File: src/rtl/song_reader_pkg.sv
// rtl/song_reader_pkg.sv - shared widths, end marker and state encoding for the song sequencer
package song_reader_pkg;

  localparam int NOTE_W = 6;
  localparam int DUR_W  = 6;
  localparam int IDX_W  = 5;
  localparam int SONG_W = 2;
  localparam int ROM_AW = SONG_W + IDX_W;
  localparam int ROM_DW = NOTE_W + DUR_W;

  // A zero duration marks the end of a song shorter than the full table.
  localparam logic [DUR_W-1:0] END_DUR = '0;

  typedef enum logic [2:0] {
    ST_IDLE    = 3'd0,
    ST_ADVANCE = 3'd1,
    ST_FETCH   = 3'd2,
    ST_LOAD    = 3'd3,
    ST_WAIT    = 3'd4,
    ST_DONE    = 3'd5
  } state_t;

endpackage

File: src/rtl/song_reader_if.sv
// rtl/song_reader_if.sv - play/song controls and note player handshake
interface song_reader_if;
  import song_reader_pkg::*;

  logic              play;
  logic [SONG_W-1:0] song;
  logic              note_done;
  logic [NOTE_W-1:0] note;
  logic [DUR_W-1:0]  duration;
  logic              new_note;
  logic              song_done;

  modport master (
    input  play, song, note_done,
    output note, duration, new_note, song_done
  );

  modport slave (
    output play, song, note_done,
    input  note, duration, new_note, song_done
  );

endinterface

File: src/rtl/song_reader_dffr.sv
// rtl/song_reader_dffr.sv - parameterised flop with asynchronous active-high clear
module dffr #(
  parameter int W = 1
) (
  input  logic         clk,
  input  logic         reset,
  input  logic [W-1:0] d,
  output logic [W-1:0] q
);

  always_ff @(posedge clk or posedge reset) begin
    if (reset) q <= '0;
    else       q <= d;
  end

endmodule

File: src/rtl/song_reader_rom.sv
// rtl/song_reader_rom.sv - synchronous 128 x 12 song table, dout = {note, duration}
module song_rom
  import song_reader_pkg::*;
(
  input  logic              clk,
  input  logic [ROM_AW-1:0] addr,
  output logic [ROM_DW-1:0] dout
);

  logic [IDX_W-1:0]  idx;
  logic [NOTE_W-1:0] rom_note;
  logic [DUR_W-1:0]  rom_dur;

  assign idx = addr[IDX_W-1:0];

  // Song 0 and 2 fill all entries, song 1 ends at entry 3, song 3 at entry 1.
  always_comb begin
    rom_note = '0;
    rom_dur  = '0;
    case (addr[ROM_AW-1:IDX_W])
      2'd0: begin
        rom_note = 6'd20 + NOTE_W'(idx);
        rom_dur  = 6'd12 + DUR_W'(idx);
      end
      2'd1: begin
        case (idx)
          5'd0: begin rom_note = 6'd30; rom_dur = 6'd5; end
          5'd1: begin rom_note = 6'd0;  rom_dur = 6'd6; end
          5'd2: begin rom_note = 6'd32; rom_dur = 6'd7; end
          default: ;
        endcase
      end
      2'd2: begin
        rom_note = 6'd40 + {2'b00, idx[3:0]};
        rom_dur  = 6'd3;
      end
      2'd3: begin
        if (idx == '0) begin
          rom_note = 6'd63;
          rom_dur  = 6'd63;
        end
      end
      default: ;
    endcase
  end

  always_ff @(posedge clk) begin
    dout <= {rom_note, rom_dur};
  end

endmodule

File: src/rtl/song_reader.sv
// rtl/song_reader.sv - steps through a stored song, handing one note at a time to the note player
module song_reader
  import song_reader_pkg::*;
#(
  parameter int NOTES_PER_SONG = 32,
  parameter int NUM_SONGS      = 4
) (
  input  logic         clk,
  input  logic         reset,
  song_reader_if.master bus
);

  localparam int               SONG_BITS = $clog2(NUM_SONGS);
  localparam logic [IDX_W-1:0] LAST_IDX  = IDX_W'(NOTES_PER_SONG - 1);

  state_t            st, st_d;
  logic [2:0]        st_q;
  logic [IDX_W-1:0]  idx_q, idx_d;
  logic [SONG_W-1:0] song_q, song_d, song_in;
  logic [NOTE_W-1:0] note_q, note_d, rom_note;
  logic [DUR_W-1:0]  dur_q, dur_d, rom_dur;
  logic              guard_q, guard_d;
  logic              song_change;
  logic [ROM_DW-1:0] rom_dout;

  assign song_in = SONG_W'(bus.song[SONG_BITS-1:0]);
  assign st      = state_t'(st_q);

  dffr #(.W(3))      u_state (.clk(clk), .reset(reset), .d(st_d),    .q(st_q));
  dffr #(.W(IDX_W))  u_idx   (.clk(clk), .reset(reset), .d(idx_d),   .q(idx_q));
  dffr #(.W(SONG_W)) u_song  (.clk(clk), .reset(reset), .d(song_d),  .q(song_q));
  dffr #(.W(NOTE_W)) u_note  (.clk(clk), .reset(reset), .d(note_d),  .q(note_q));
  dffr #(.W(DUR_W))  u_dur   (.clk(clk), .reset(reset), .d(dur_d),   .q(dur_q));
  dffr #(.W(1))      u_guard (.clk(clk), .reset(reset), .d(guard_d), .q(guard_q));

  // The ROM is addressed with next-cycle song/index so its data lands in FETCH.
  song_rom u_rom (
    .clk  (clk),
    .addr ({song_d, idx_d}),
    .dout (rom_dout)
  );

  assign rom_note = rom_dout[ROM_DW-1:DUR_W];
  assign rom_dur  = rom_dout[DUR_W-1:0];

  assign song_change = (st != ST_IDLE) && (song_in != song_q);

  always_comb begin
    st_d    = st;
    idx_d   = idx_q;
    song_d  = song_q;
    note_d  = note_q;
    dur_d   = dur_q;
    guard_d = (st == ST_LOAD);
    if (song_change) begin
      st_d  = ST_IDLE;
      idx_d = '0;
    end else begin
      case (st)
        ST_IDLE: begin
          idx_d = '0;
          if (bus.play && bus.note_done) begin
            st_d   = ST_FETCH;
            song_d = song_in;
          end
        end
        ST_FETCH: begin
          if (rom_dur == END_DUR) begin
            st_d = ST_DONE;
          end else begin
            note_d = rom_note;
            dur_d  = rom_dur;
            st_d   = ST_LOAD;
          end
        end
        ST_LOAD: st_d = ST_WAIT;
        ST_WAIT: begin
          // guard_q blocks the note_done still held from the previous note.
          if (!guard_q && bus.play && bus.note_done) st_d = ST_ADVANCE;
        end
        ST_ADVANCE: begin
          idx_d = idx_q + IDX_W'(1);
          st_d  = (idx_q == LAST_IDX) ? ST_DONE : ST_FETCH;
        end
        ST_DONE: begin
          idx_d = '0;
          st_d  = ST_IDLE;
        end
        default: begin
          idx_d = '0;
          st_d  = ST_IDLE;
        end
      endcase
    end
  end

  always_comb begin
    bus.new_note  = 1'b0;
    bus.song_done = 1'b0;
    case (st)
      ST_LOAD: bus.new_note  = 1'b1;
      ST_DONE: bus.song_done = 1'b1;
      default: ;
    endcase
  end

  assign bus.note     = note_q;
  assign bus.duration = dur_q;

endmodule

File: src/flat_wrapper.sv
// flat-port wrapper written by rule: the top's interface ports become plain ports
module song_reader_flat import song_reader_pkg::*;
#(
  parameter int NOTES_PER_SONG = 32,
  parameter int NUM_SONGS      = 4
)
  (clk, reset, bus_play, bus_song, bus_note_done, bus_note, bus_duration, bus_new_note, bus_song_done);
  song_reader_if bus_i ();
  input  logic clk;
  input  logic reset;
  input wire logic [$bits(bus_i.play)-1:0] bus_play;
  input wire logic [$bits(bus_i.song)-1:0] bus_song;
  input wire logic [$bits(bus_i.note_done)-1:0] bus_note_done;
  output wire logic [$bits(bus_i.note)-1:0] bus_note;
  output wire logic [$bits(bus_i.duration)-1:0] bus_duration;
  output wire logic [$bits(bus_i.new_note)-1:0] bus_new_note;
  output wire logic [$bits(bus_i.song_done)-1:0] bus_song_done;
  assign bus_i.play = bus_play;
  assign bus_i.song = bus_song;
  assign bus_i.note_done = bus_note_done;
  assign bus_note = bus_i.note;
  assign bus_duration = bus_i.duration;
  assign bus_new_note = bus_i.new_note;
  assign bus_song_done = bus_i.song_done;
  song_reader #(.NOTES_PER_SONG(NOTES_PER_SONG), .NUM_SONGS(NUM_SONGS)) u_core (.clk(clk), .reset(reset), .bus(bus_i));
endmodule
File: config.mk
export PLATFORM = sky130hd
export DESIGN_NAME = song_reader_flat
export DESIGN_NICKNAME = d
export VERILOG_FILES = /design/src/rtl/song_reader_pkg.sv /design/src/rtl/song_reader_if.sv /design/src/rtl/song_reader_dffr.sv /design/src/rtl/song_reader_rom.sv /design/src/rtl/song_reader.sv /design/src/flat_wrapper.sv
export SDC_FILE = /design/constraint.sdc
export NUM_CORES = 1
export LEC_CHECK = 0
export ABC_AREA = 1
export ABC_CLOCK_PERIOD_IN_PS = 4870
export CAP_MARGIN = 20
export CORE_ASPECT_RATIO = 0.7
export CORE_UTILIZATION = 47
export DETAILED_ROUTE_END_ITERATION = 8
export GPL_TIMING_DRIVEN = 0
export PLACE_DENSITY = 0.76
export SLEW_MARGIN = 20
export SYNTH_ARGS = -nofsm -noshare
export SYNTH_HDL_FRONTEND = slang
export SYNTH_SLANG_ARGS = --single-unit
File: constraint.sdc
create_clock -name clk -period 4.87 [get_ports clk]
set_input_delay 0.974 -clock clk [delete_from_list [all_inputs] [get_ports clk]]
set_output_delay 0.974 -clock clk [all_outputs]
set_load 0.005 [all_outputs]
* Word-level counts from Yosys, hierarchy flattened *
Cells that the tools add are included.

operators by class
  muxes and demuxes = 18
  add/sub/neg operators = 4
  reduce and logical (&&, ||, !) cells = 13
  bitwise operators = 2
  eq/ne operators = 14

operators with widths
  operator                                                                 number
  6-bit case mux with 4 select lines                                       2
  3-bit 2-to-1 mux                                                         5
  3-bit case mux with 5 select lines                                       1
  6-bit case mux with 2 select lines                                       1
  5-bit case mux with 2 select lines                                       1
  3-bit case mux with 3 select lines                                       1
  4-bit by 5-bit adder with 6-bit output, first input constant             1
  5-bit by 5-bit adder with 6-bit output, first input constant             1
  6-bit by 4-bit adder with 6-bit output, first input constant             1
  3-bit by 2-bit equality test with 1-bit output, second input constant    2
  3-bit equality test, second input constant                               2
  6-bit logical NOT                                                        1
  2-bit 2-to-1 mux                                                         3
  6-bit 2-to-1 mux                                                         1
  3-bit by 1-bit inequality test with 1-bit output, second input constant  2
  5-bit by 1-bit adder with 5-bit output, second input constant            1
  5-bit by 1-bit equality test with 1-bit output, second input constant    1
  5-bit by 2-bit equality test with 1-bit output, second input constant    1
  5-bit equality test, second input constant                               1
  5-bit logical NOT                                                        1
  5-bit 2-to-1 mux                                                         1
  2-bit equality test, second input constant                               2
  1-bit logical AND                                                        4
  3-bit by 1-bit equality test with 1-bit output, second input constant    1
  other kinds (11)                                                         13

word-level totals
  register bits = 35
  output and inout port bits = 14

* Longest topological paths before layout *
Gate-level depths: netlist of the first run.

  word-level depth = 7
  depth in mapped cells = 12
  depth with buffers taken out = 12

* Hierarchy *
Synthesis of the first run repeated with hierarchy kept, for this count alone.

unflattened totals
  cells, all modules = 227
  area total of the unflattened synthesis = 1806.7 um^2

modules (own cells, without submodules)
  module                   area each (um^2)  cells each  times used
  song_rom                 610.6             69          1
  song_reader              598.1             129         1
  dffr (u_core.u_dur ...)  153.9             7           2
  dffr (u_core.u_idx)      128.9             6           1
  dffr (u_core.u_state)    78.8              4           1
  dffr (u_core.u_song)     53.8              3           1
  dffr (u_core.u_guard)    28.8              2           1

* Worst setup path before layout of the first run *
OpenSTA, ideal clock, no wires.

  path kind = input -> register
  from = in bus_song[0]
  to = reg u_core.u_rom.dout[11]
  path slack = 2639 ps
  arrival time = 2109 ps
  setup time = 122 ps
  stages = 12
  cells stage by stage = inv_1 nand2_1 nand2_1 nand2_1 nand2_4 buf_4 nand2_2 ha_1 nand3_4 nor2_4 nand2_4 nand3b_1

between the ends
  cells in the longest elaborated chain, start to end = 6
  elaborated cells on any way between the ends = 17

ends and longest elaborated chain
  item                                                                            RTL line               text
  from (decl)                                                                     flat_wrapper.sv:12     input wire logic [$bits(bus_i.song)-1:0] bus_song;
  branches (longest 5 deep; another with 6-bit by 4-bit adder with 6-bit output)  n/a
  6-bit case mux with 4 select lines *                                            song_reader_rom.sv:20  case (addr[ROM_AW-1:IDX_W])
  net u_core.u_rom.rom_note[5]                                                    song_reader_rom.sv:11  logic [NOTE_W-1:0] rom_note;
  to (signal assigned)                                                            song_reader_rom.sv:48  dout <= {rom_note, rom_dur};
  to (decl)                                                                       song_reader_rom.sv:7   output logic [ROM_DW-1:0] dout

Mark *: on every way through the listed nets, which the timed path passes.
A chain may end at the register's enable or synchronous reset.

* Final worst setup path of the first run *
  from = in bus_song[0]
  to = reg u_core.u_rom.dout[7]

Same word-level chain as after synthesis.

==> reports/metrics.yaml, run 1 <==
path_clk_slew_ns: 0.06
gp_congestion: 0.903
rr_worst_depth: 10
pin_count: 20
port-buffer-count: 19
hold_class: "reg2reg"
ant_nets: 0
synth.ff_latch_count: 35
clock_latency_ns: 0.28
max-slew-margin-rel: 0.409
finClkSkew_ns: 0.00409
drc: 0
wl_per_cell_um: 12.2
syn_to_final_growth_pct: 19.0
antenna_found_initial: 0
worst-slew-pin-transition_ns: 0.885
worst_ep_required_time_ns: 5.08
grt_max_degree: 24
cts-buffers-inserted: 5
die_h_um: 53.7
synth_top_area_share: 0.321
reg2reg_from: "u_core.u_state.q[1]$_DFFE_PP0P_"
viasPerCell: 4.96
utilization: 0.596
die-width_um: 75.9
coreArea_mm2: 0.00358
power_mw: 1.41
cts_sinks: 35
finalMaxSlewViolations: 0
synth_nets: 236
crit_start: "bus_song[0]"
grt_overflow_total: 0
post-route-period-util: 0.545
fin_tns_setup_ns: 0
finalSetupViolCount: 0
syn_area_mm2: 0.00180
cts_htree_levels: 2
ctsResizeCount: 0
p_leak_nw: 1.10
fmax_mhz: 377
final_nets: 262
start_util: 0.501
hold_buffers: 0
ys_warn_count: 0
hold_violations: 0
grt_pass1_wl_um: 6320
syn-mean-instance-area_um2: 7.94
post_cts_buffers: 0
cp_max_fo: 10
final_cells: 302
grtUsageTotal: 0.215
rsz0062_at_grt: "false"
ys_seq_area_frac: 0.454
die_area_mm2: 0.00408
drv_cap: 0
root_buffer: "clkbuf_8"
num_antenna_cells: 0
ir_worst_vdd_uv: 294
dpl.hpwl_um: 2770
firstDrtPassIters: 4
drive_gt1_frac: 0.187
r2r_setup_slack_ns: 2.83
end_kind: "register"
status: "finished clean"
p_per_area_mw_per_mm2: 662
startpoint_type: "primary input"
synth.area.top_cells: "dfrtp_1, dfxtp_1, nand2_1"
worst-endpoint-arrival_ns: 2.87
nFillCells: 314
synth.distinct_cells: 27
wl_um: 3670
cts_tree: "yes"
regToRegEndpoint: "u_core.u_rom.dout[2]$_DFF_P_"
yosysTopAreaCell: "dfrtp_1"
drt_first_iter_violations: 89
clock_path_buffers: 2
critPathKind: "in2reg"
synth_cells: 226
critPathCapture: "u_core.u_rom.dout[7]$_DFF_P_"
dp.cells: 295
via_count: 1497
fin_crit_ns: 2.65
grt_pass1_vias: 1328
fp-row-count: 18
## power by group
group | switching (mW) | total (mW) | leakage [nW] | internal, mW
Combinational | 0.459 | 0.740 | 0.650 | 0.282
Clock | 0.0957 | 0.206 | 0.0470 | 0.111
Sequential | 0.0599 | 0.468 | 0.403 | 0.408
## cell usage in the layout (no fill, tap or decap), drive strengths merged
| master | count |
|---|---|
| nand2 | 77 |
| nand3 | 26 |
| inv | 26 |
| dfrtp | 23 |
| nor2 | 23 |
| clkdlybuf4s50 | 19 |
| o21ai | 18 |
| dfxtp | 12 |
| clkbuf | 7 |
| nand4 | 5 |
| ha | 4 |
| buf | 3 |
| a21oi | 3 |
| nand3b | 2 |
| or2 | 1 |
| nor3 | 1 |
| o2111ai | 1 |
| clkinv | 1 |
## synthesized netlist by cell type, drive strengths merged
master   count
ha           4
a21oi        3
nor3         1
nand2       77
clkbuf       1
nor2        23
dfxtp       12
or2          1
o2111ai      1
dfrtp       23
o21ai       18
inv         26
nand3       26
nand4        5
nand3b       2
buf          3
## logic make-up (layout without fill, tap and decap cells)
family	after synthesis	after routing	share of synthesized area
fa+ha+maj	4	4	0.0279
flops	35	35	0.454
simple gates	135	135	0.372
compound gates	22	22	0.0780
buf+inv	30	56	0.0676
## how the worst min path moves through the flow
stage / end / slack, ns / cells past startpoint / startpoint
2_1_floorplan: u_core.u_note.q[0]$_DFFE_PP0P_ / 0.43 / 2 / u_core.u_rom.dout[6]$_DFF_P_
5_1_grt: u_core.u_note.q[3]$_DFFE_PP0P_ / 0.48 / 2 / u_core.u_rom.dout[9]$_DFF_P_
3_5_place_dp: u_core.u_note.q[2]$_DFFE_PP0P_ / 0.45 / 2 / u_core.u_rom.dout[8]$_DFF_P_
6_report: u_core.u_note.q[2]$_DFFE_PP0P_ / 0.46 / 2 / u_core.u_rom.dout[8]$_DFF_P_
3_3_place_gp: u_core.u_note.q[1]$_DFFE_PP0P_ / 0.45 / 2 / u_core.u_rom.dout[7]$_DFF_P_
4_1_cts: u_core.u_note.q[1]$_DFFE_PP0P_ / 0.46 / 2 / u_core.u_rom.dout[7]$_DFF_P_
## critical path: stages
cell and delay, ns:
clkdlybuf4s50_1 0.47, inv_1 0.07, nand2_1 0.06, nand2_1 0.04
nand2_1 0.10, nand2_4 0.09, buf_4 0.19, nand2_2 0.11
ha_1 0.30, nand3_4 0.11, nor2_4 0.13, nand2_2 0.10
o21ai_1 0.10
## stage by stage
step	setup slack [ns]	area, um^2	hold slack, ns
final	2.22	2140	0.460
after CTS	2.24	2140	0.462
after detailed placement	1.95	2050	0.447
after global placement	1.99	2050	0.445
after floorplan	2.64	1800	0.430
after global routing	2.07	2140	0.482
## flip-flops by register name (all words and copies together) (netlist names)
| register | count |
|---|---|
| u_core.u_idx.q | 5 |
| u_core.u_song.q | 2 |
| u_core.u_state.q | 3 |
| u_core.u_note.q | 6 |
| u_core.u_guard.q | 1 |
| u_core.u_rom.dout | 12 |
| u_core.u_dur.q | 6 |
## layout make-up
cell class	count	area, um^2	share of cell area
repair buffers	19	190	0.0890
flip-flops and latches	35	816	0.382
inverters	26	97.6	0.0457
clock inverters	1	5.00	0.00234
multi-input cells	161	858	0.402
well taps	50	62.6	0.0293
clock buffers	6	82.6	0.0387
plain buffers	4	23.8	0.0111
## layer usage
metal | global-route usage | up-vias | part of all wire
li1 | - | 774 | -
met1 | 0.332 | 687 | 0.53
met2 | 0.295 | 34 | 0.42
met3 | 0.0618 | 2 | 0.046
met4 | 0.0370 | 0 | 0.0027
met5 | 0 | - | 0
Note: power is estimated with default switching activity, not from simulation.
==> run 2, diff against run 1 <==
--- a/config.mk
+++ b/config.mk
@@ -6,7 +6,7 @@
 export NUM_CORES = 1
 export LEC_CHECK = 0
 export ABC_AREA = 1
-export ABC_CLOCK_PERIOD_IN_PS = 4870
+export ABC_CLOCK_PERIOD_IN_PS = 2600
 export CAP_MARGIN = 20
 export CORE_ASPECT_RATIO = 0.7
 export CORE_UTILIZATION = 47
==> constraint.sdc (replaced) <==
create_clock -name clk -period 2.6 [get_ports clk]
set_input_delay 0.52 -clock clk [delete_from_list [all_inputs] [get_ports clk]]
set_output_delay 0.52 -clock clk [all_outputs]
set_load 0.005 [all_outputs]
==> results of run 2 <==
The final DEF is identical to that of run 1. Status: finished clean.
Among the figures that moved: setup slack after placement 1.95 ns -> 0.137 ns; setup slack after layout 2.22 ns -> 0.400 ns; register-to-register setup slack 2.83 ns -> 0.56 ns; total power 1.41 mW -> 2.65 mW; worst IR drop on VDD 294 uV -> 552 uV
==> run 3, diff against run 2 <==
--- a/config.mk
+++ b/config.mk
@@ -6,13 +6,13 @@
 export NUM_CORES = 1
 export LEC_CHECK = 0
 export ABC_AREA = 1
-export ABC_CLOCK_PERIOD_IN_PS = 2600
+export ABC_CLOCK_PERIOD_IN_PS = 1810
 export CAP_MARGIN = 20
 export CORE_ASPECT_RATIO = 0.7
 export CORE_UTILIZATION = 47
 export DETAILED_ROUTE_END_ITERATION = 8
 export GPL_TIMING_DRIVEN = 0
-export PLACE_DENSITY = 0.76
+export PLACE_DENSITY = 0.78
 export SLEW_MARGIN = 20
 export SYNTH_ARGS = -nofsm -noshare
 export SYNTH_HDL_FRONTEND = slang
==> constraint.sdc (replaced) <==
create_clock -name clk -period 1.81 [get_ports clk]
set_input_delay 0.362 -clock clk [delete_from_list [all_inputs] [get_ports clk]]
set_output_delay 0.362 -clock clk [all_outputs]
set_load 0.005 [all_outputs]
==> run 3 against run 2 <==
Effect of this change: clock power increased by 37%; clock skew about the same; worst hold slack got worse by 0.0091 ns; count of clock-buffer cells in the layout increased by 1; worst setup slack got worse by 0.36 ns.
==> reports/metrics.yaml, run 3 (synthesis gave the netlist of run 1 again) <==
reg.largest.list: "u_core.u_rom.dout (12), u_core.u_dur.q (6), u_core.u_note.q (6)"
grt_pass1_vias: 1388
drt_first_iter_violations: 89
ant_nets: 0
final_cells: 322
final_nets: 281
hold_violations: 0
path_clk_slew_ns: 0.07
path_buf_inv: 0
clock_path_buffers: 2
antenna_found_initial: 0
gp_congestion: 0.875
crit_chain: "ha_2 -> or2_4 -> nand3_2 -> nand2_2 -> nand2_4 -> ha_4 -> nand3_4 -> nor2_4 -> nand2_4 -> o21ai_2"
coreArea_mm2: 0.00358
largest_register_ffs: 12
worst_ep_required_time_ns: 2.02
finalMaxSlewViolations: 0
viasPerCell: 5.02
post-route-period-util: 0.975
drv_cap: 0
via_count: 1615
grt_max_degree: 24
nFillCells: 285
path_delay_family: "simple AND/OR/NAND/NOR gates"
finalSetupViolCount: 0
start_util: 0.501
status: "finished clean"
hold_class: "reg2reg"
dp.cells: 295
placed_cell_area_mm2: 0.00205
worst-endpoint-arrival_ns: 1.98
syn_to_final_growth_pct: 34.1
die_area_mm2: 0.00408
finClkSkew_ns: 0.00403
root_buffer: "clkbuf_8"
drc: 0
startpoint_type: "register"
timing.critical_path.slowest_cell_delay_ns: 0.41
p_leak_nw: 1.25
grtUsageTotal: 0.216
ir_worst_vdd_uv: 1140
final_area_mm2: 0.00241
critPathKind: "reg2reg"
clock_latency_ns: 0.28
worst-slew-pin-transition_ns: 0.862
firstDrtPassIters: 4
grt_pass1_wl_um: 6380
rsz0062_at_grt: "true"
fin_crit_ns: 1.76
utilization: 0.672
wl_per_cell_um: 13.0
grt_overflow_total: 0
cts_htree_levels: 2
fp-row-count: 18
cpMaxStageDelayCell: "dfrtp_1"
layout_common_cells: "nand2_1, dfrtp_1, nor2_1"
power_mw: 4.27
die-width_um: 75.9
fmax_mhz: 567
cts-buffers-inserted: 5
critPathMostFrequentCell: "nand2_4"
cts_tree: "yes"
wl_um: 4170
num_antenna_cells: 0
cp_max_fo: 7
max-slew-margin-rel: 0.425
port-buffer-count: 19
top_register: "u_core.u_rom.dout"
dpl.hpwl_um: 2800
drive_gt1_frac: 0.309
p_per_area_mw_per_mm2: 1770
pin_count: 20
final_common_cell: "nand2_1"
end_kind: "register"
cts_sinks: 35
die_h_um: 53.7
==> run 3: tightest hold or removal path, stage by stage (launching register included) <==
cell and delay, ns:
dfxtp_1 0.30, nand3_1 0.07, nand2_1 0.05
==> run 3: timing repair <==
item                       4_1_cts  5_1_grt
pin swaps                        6       12
resized for setup               15       22
hold buffers                     0        0
setup endpoints to repair       14       13
buffers inserted                 6       12
cloned                           0        1
==> run 3: layer usage <==
metal  track usage  vias up  share of wire
li1              -      816              -
met1         0.319      759           0.50
met2         0.305       33           0.45
met3        0.0618        7          0.045
met4        0.0617        0         0.0094
met5             0        -              0
==> run 3: worst paths after layout <==
| kind | end | from | slack (ns) | cells past startpoint |
|---|---|---|---|---|
| max in group asynchronous | u_core.u_state.q[1]$_DFFE_PP0P_ | reset | 0.66 | 2 |
| min | u_core.u_note.q[0]$_DFFE_PP0P_ | u_core.u_rom.dout[6]$_DFF_P_ | 0.45 | 2 |
| min reg2reg | u_core.u_note.q[0]$_DFFE_PP0P_ | u_core.u_rom.dout[6]$_DFF_P_ | 0.45 | 2 |
| max reg2reg | u_core.u_rom.dout[4]$_DFF_P_ | u_core.u_idx.q[0]$_DFF_PP0_ | 0.05 | 10 |
| min in group asynchronous | u_core.u_guard.q$_DFF_PP0_ | reset | 0.56 | 2 |
| max | u_core.u_rom.dout[4]$_DFF_P_ | u_core.u_idx.q[0]$_DFF_PP0_ | 0.05 | 10 |
==> run 3: layout make-up <==
class,count,area [um^2],share of cell area
clock buffer,7,76.3,0.0317
timing repair buffer,37,335,0.139
sequential,35,818,0.340
clock inverter,1,5.00,0.00208
buffer,4,31.3,0.0130
tap,50,62.6,0.0260
inverter,26,97.6,0.0405
multi-input combinational,162,981,0.407
==> run 3: power by group <==
part | switching, mW | total (mW) | internal, mW
Clock | 0.261 | 0.530 | 0.270
Combinational | 1.42 | 2.46 | 1.04
Sequential | 0.182 | 1.28 | 1.10
==> run 3: metrics by stage <==
step                TNS [ns]  setup slack, ns  hold slack [ns]
finish                     0           0.0452            0.451
global route          -0.195          -0.0754            0.478
CTS                        0          0.00106            0.456
detailed placement     -7.13           -0.482            0.443
global placement       -6.23           -0.448            0.442
floorplan                  0           0.0362            0.364
